--- src/rtl/uart_pkg.sv ---
// Shared types and constants for the UART receive path.
// Holds the receiver state encoding and frame data width.
package uart_pkg;

    localparam int DataBits = 8;

    typedef enum logic [2:0] {
        StIdle,
        StStart,
        StData,
        StParity,
        StStop,
        StBreak
    } uart_rx_state_e;

endpackage

--- src/rtl/sync_2ff.sv ---
// Two-flop synchroniser for a single asynchronous input.
// Reset value is a parameter so idle-high lines can reset to 1.
module sync_2ff #(
    parameter logic ResetVal = 1'b1
) (
    input  logic clk_i,
    input  logic rst_ni,
    input  logic d_i,
    output logic q_o
);

    logic meta_q;
    logic sync_q;

    // Two-stage capture of the asynchronous input
    always_ff @(posedge clk_i or negedge rst_ni) begin
        if (!rst_ni) begin
            meta_q <= ResetVal;
            sync_q <= ResetVal;
        end else begin
            meta_q <= d_i;
            sync_q <= meta_q;
        end
    end

    assign q_o = sync_q;

endmodule

--- src/rtl/uart_rx.sv ---
// UART receiver, 8N1 LSB first, mid-bit sampling.
// Define UART_RX_PARITY_EN for 8E1 frames with even-parity checking.
module uart_rx
    import uart_pkg::*;
#(
    parameter int TicksPerBaud = 104
) (
    input  logic       clk_i,
    input  logic       rst_ni,
    input  logic       rx_i,
    output logic       rx_stb_o,
    output logic [7:0] rx_data_o,
    output logic       rx_err_o
);

    localparam int CntW = $clog2(TicksPerBaud);
    localparam logic [CntW-1:0] HalfLast = CntW'(TicksPerBaud / 2 - 1);
    localparam logic [CntW-1:0] BaudLast = CntW'(TicksPerBaud - 1);
    localparam logic [2:0] IdxLast = 3'(DataBits - 1);

    logic rx_s;

    uart_rx_state_e state_q, state_d;
    logic [CntW-1:0] cnt_q, cnt_d;
    logic [2:0] idx_q, idx_d;
    logic [7:0] shift_q, shift_d;
    logic [7:0] data_q, data_d;
    logic stb_q, stb_d;
    logic err_q, err_d;
`ifdef UART_RX_PARITY_EN
    logic par_bad_q, par_bad_d;
`endif

    sync_2ff #(
        .ResetVal(1'b1)
    ) u_sync (
        .clk_i (clk_i),
        .rst_ni(rst_ni),
        .d_i   (rx_i),
        .q_o   (rx_s)
    );

    // State, counters, shift register and registered outputs
    always_ff @(posedge clk_i or negedge rst_ni) begin
        if (!rst_ni) begin
            state_q <= StIdle;
            cnt_q   <= '0;
            idx_q   <= '0;
            shift_q <= '0;
            data_q  <= '0;
            stb_q   <= 1'b0;
            err_q   <= 1'b0;
`ifdef UART_RX_PARITY_EN
            par_bad_q <= 1'b0;
`endif
        end else begin
            state_q <= state_d;
            cnt_q   <= cnt_d;
            idx_q   <= idx_d;
            shift_q <= shift_d;
            data_q  <= data_d;
            stb_q   <= stb_d;
            err_q   <= err_d;
`ifdef UART_RX_PARITY_EN
            par_bad_q <= par_bad_d;
`endif
        end
    end

    // Frame sequencing: start qualify, data shift, stop check
    always_comb begin
        state_d = state_q;
        cnt_d   = cnt_q + 1'b1;
        idx_d   = idx_q;
        shift_d = shift_q;
        data_d  = data_q;
        stb_d   = 1'b0;
        err_d   = 1'b0;
`ifdef UART_RX_PARITY_EN
        par_bad_d = par_bad_q;
`endif
        unique case (state_q)
            StIdle: begin
                cnt_d = '0;
                if (!rx_s) begin
                    state_d = StStart;
                end
            end
            StStart: begin
                if (cnt_q == HalfLast) begin
                    cnt_d = '0;
                    idx_d = '0;
                    state_d = rx_s ? StIdle : StData;
`ifdef UART_RX_PARITY_EN
                    par_bad_d = 1'b0;
`endif
                end
            end
            StData: begin
                if (cnt_q == BaudLast) begin
                    cnt_d = '0;
                    shift_d[idx_q] = rx_s;
                    if (idx_q == IdxLast) begin
`ifdef UART_RX_PARITY_EN
                        state_d = StParity;
`else
                        state_d = StStop;
`endif
                    end else begin
                        idx_d = idx_q + 1'b1;
                    end
                end
            end
`ifdef UART_RX_PARITY_EN
            StParity: begin
                if (cnt_q == BaudLast) begin
                    cnt_d = '0;
                    par_bad_d = (rx_s != ^shift_q);
                    state_d = StStop;
                end
            end
`endif
            StStop: begin
                if (cnt_q == BaudLast) begin
                    cnt_d = '0;
                    if (rx_s) begin
                        state_d = StIdle;
`ifdef UART_RX_PARITY_EN
                        if (par_bad_q) begin
                            err_d = 1'b1;
                        end else begin
                            stb_d  = 1'b1;
                            data_d = shift_q;
                        end
`else
                        stb_d  = 1'b1;
                        data_d = shift_q;
`endif
                    end else begin
                        err_d   = 1'b1;
                        state_d = StBreak;
                    end
                end
            end
            StBreak: begin
                cnt_d = '0;
                if (rx_s) begin
                    state_d = StIdle;
                end
            end
            default: begin
                cnt_d   = '0;
                state_d = StIdle;
            end
        endcase
    end

    assign rx_stb_o  = stb_q;
    assign rx_data_o = data_q;
    assign rx_err_o  = err_q;

endmodule

--- config.mk ---
export PLATFORM = sky130hd
export DESIGN_NAME = uart_rx
export DESIGN_NICKNAME = d
export VERILOG_FILES = /design/src/rtl/uart_pkg.sv /design/src/rtl/sync_2ff.sv /design/src/rtl/uart_rx.sv
export SDC_FILE = /design/constraint.sdc
export NUM_CORES = 1
export LEC_CHECK = 0
export ABC_AREA = 0
export BUFFER_PORTS_ARGS = -buffer_cell sky130_fd_sc_hd__buf_2
export CAP_MARGIN = 10
export CORE_ASPECT_RATIO = 1.4
export CORE_UTILIZATION = 45
export CTS_BUF_LIST = sky130_fd_sc_hd__clkbuf_4 sky130_fd_sc_hd__clkbuf_8 sky130_fd_sc_hd__clkbuf_16
export DETAILED_ROUTE_END_ITERATION = 6
export GPL_TIMING_DRIVEN = 1
export PLACE_DENSITY = 0.68
export REMOVE_ABC_BUFFERS = 1
export SLEW_MARGIN = 20
export SYNTH_ARGS = -nofsm -noshare
export SYNTH_HDL_FRONTEND = slang
export SYNTH_SLANG_ARGS = --single-unit
--- constraint.sdc ---
create_clock -name clk_i -period 2.8 [get_ports clk_i]
set_input_delay 0.14 -clock clk_i [delete_from_list [all_inputs] [get_ports clk_i]]
set_output_delay 0.14 -clock clk_i [all_outputs]
set_load 0.005 [all_outputs]
==> impl_metrics.ini <==
[outcome]
status = finished, final reports clean

[timing]
slew_violations = 0
hold_ws_ns = 0.355
max_freq_mhz = 513
relSlewSlack_pct = 53.2
hold_violations = 0
worst_slew_pin_slew_ns = 0.703
fin_skew_ns = 0.00470
rsz0062_at_grt = false
finalWorstSetupSlack_ns = 0.851
min_period_over_period_pct = 69.6
tns_ns = 0
fin_crit_ns = 1.95
setup_viol = 0

[grt]
grt_pass1_vias = 1066
grt_antenna_before_repair = 0
grt-ovfl-total = 0
grt_util_all_layers_pct = 17.9
grt_pass1_wl_mm = 4.70
grt_max_degree = 34

[worst_setup_path]
cp.required_ns = 2.97
crit_path_end_kind = flop
arrival_ns = 2.12
cp_max_fo = 9
criticalPathCategory = flop to flop
crit_path_start_kind = flop

[routing]
drc_errors = 0
ant_nets = 0
drt_iter0_markers = 21
avgViaCountPerCell = 5.58
wirelength_mm = 2.64
dr.pass1.iters = 4
vias = 1016
routedWlPerCell_um = 14.5

[floorplanning]
fp.dieH_um = 70.2
rows = 24
die_w_um = 50.7
start_util_pct = 47.5
core_mm2 = 0.00315
dieArea_mm2 = 0.00356
pin_count = 13

[cts]
clock_latency_ns = 0.29
numCtsBuffers = 5
cts_setup_buffers = 0
holdBufCountCts = 2
cts_tree = yes
cts_buffer_depth = 2
cts_resized = 0
cts-root-buf = clkbuf_8
cts_num_sinks = 33
htree_levels = 2
path_clk_slew_ns = 0.07

[logic_synthesis]
syn_area_mm2 = 0.00150
async_flop_share_pct = 100
synth_edf_count = 0
synth_top_area_cell = dfrtp_1
syn_inst = 124
yosysSeqAreaShare_pct = 55.4
synth_top_area_share_pct = 51.8
yosysWarnings = 0
synth_seq_cells = 33
avgSynthCellArea_um2 = 12.1
yosysUniqueCellTypes = 36
synth_ff_type = dfrtp_1
synthTopCellsByArea = dfrtp_1, mux2_2, dfstp_2, nor2_1, ha_1

[power]
power.density_mw_per_mm2 = 560
intPower_mw = 0.782
swShare_pct = 19.3
switching_power_mw = 0.188
p_leak_nw = 0.864
vdd_drop_max_mv = 0.383
pwr-share-clk_pct = 49.0
combPwrFrac_pct = 1.3
fin_total_pwr_mw = 0.970
p_seq_share_pct = 49.7

[placed_design]
io_buffers = 12
dp.cells = 172
dp_hpwl_mm = 1.82
gp_congestion = 0.801
post-place-ws_ns = 0.847
placed_cell_area_mm2 = 0.00159

[layout]
final_cell_mix = dfrtp_1, mux2_2, nor2_1, buf_2, nand2_1
syn2layout_area_growth_pct = 15.6
fin_area_mm2 = 0.00173
fin_util_pct = 54.9
n_fill_cell = 265
final_nets = 148
final_common_cell = dfrtp_1
drive_gt1_share_pct = 28.7
antenna_cells = 0
stdcell_count = 182

[min_path]
min_path_type = flop to flop

[run]
cap_violations = 0
## power by group through the flow
stage                     Sequential (mW)  Clock, mW  Combinational [mW]
after floorplan                     0.490          0            0.000715
after global placement              0.491          0              0.0111
after detailed placement            0.491          0              0.0114
after CTS                           0.482      0.482              0.0134
after global routing                0.483      0.495              0.0153
final                               0.482      0.475              0.0125
## sequential cells by signal (all words and copies together), names as in the netlist
signal	cells
rx_data_o	8
shift_q	8
idx_q	3
rx_stb_o	1
u_sync.meta_q	1
rx_err_o	1
state_q	3
u_sync.q_o	1
cnt_q	7
## cell families after synthesis
group | count (synthesis) | synth area share, %
buf+inv | 7 | 2.01
xor+xnor | 5 | 2.93
simple gates | 46 | 17.7
mux | 18 | 13.4
flops | 33 | 55.4
compound gates | 12 | 6.10
fa+ha+maj | 3 | 2.51
## path summary, 6_finish.rpt
check                                            to  cells after the start               startpoint  slack, ns
max                        rx_data_o[0]$_DFFE_PN0P_                      5       cnt_q[0]$_DFF_PN0_       0.85
min                            u_sync.q_o$_DFF_PN1_                      0  u_sync.meta_q$_DFF_PN1_       0.36
max reg2reg                rx_data_o[0]$_DFFE_PN0P_                      5       cnt_q[0]$_DFF_PN0_       0.85
min reg2reg                    u_sync.q_o$_DFF_PN1_                      0  u_sync.meta_q$_DFF_PN1_       0.36
max in group asynchronous        cnt_q[2]$_DFF_PN0_                      2                   rst_ni       1.92
min in group asynchronous    shift_q[6]$_DFFE_PN0P_                      2                   rst_ni       0.43
## cells in the mapped netlist (all sizes together), types with 2 or more instances
master / number
dfstp: 2
dfrtp: 31
o21a: 2
nor3b: 3
a21oi: 2
and3: 2
nand3: 6
inv: 4
and3b: 2
xnor2: 3
nand3b: 2
nand2: 7
ha: 3
mux2i: 2
nor2: 12
nand4: 5
mux2: 16
nor2b: 2
xor2: 2
buf: 3
## worst max-delay path, stage by stage (launching register included)
cell and delay (ns):
dfrtp_1 0.39, ha_1 0.25, nand3b_1 0.14, nor2_1 0.27
nand3_1 0.38, mux2_2 0.40
## metal layers
| layer | global-route usage (%) | share of wire, % | vias up |
|---|---|---|---|
| met5 | 0 | 0 | - |
| met4 | 10.8 | 2.9 | 0 |
| met3 | 6.10 | 3.7 | 10 |
| met2 | 28.3 | 51 | 23 |
| met1 | 20.5 | 42 | 506 |
| li1 | - | - | 477 |
## layout make-up
cell class / instances / area, µm² / area share, %
Multi-Input combinational cell: 84 / 638 / 36.9
Timing Repair Buffer: 14 / 80.1 / 4.63
Inverter: 4 / 15.0 / 0.868
Clock inverter: 1 / 30.0 / 1.74
Sequential cell: 33 / 828 / 47.9
Tap cell: 39 / 48.8 / 2.82
Clock buffer: 7 / 90.1 / 5.21
No activity file was read; power rests on OpenSTA's default activity.
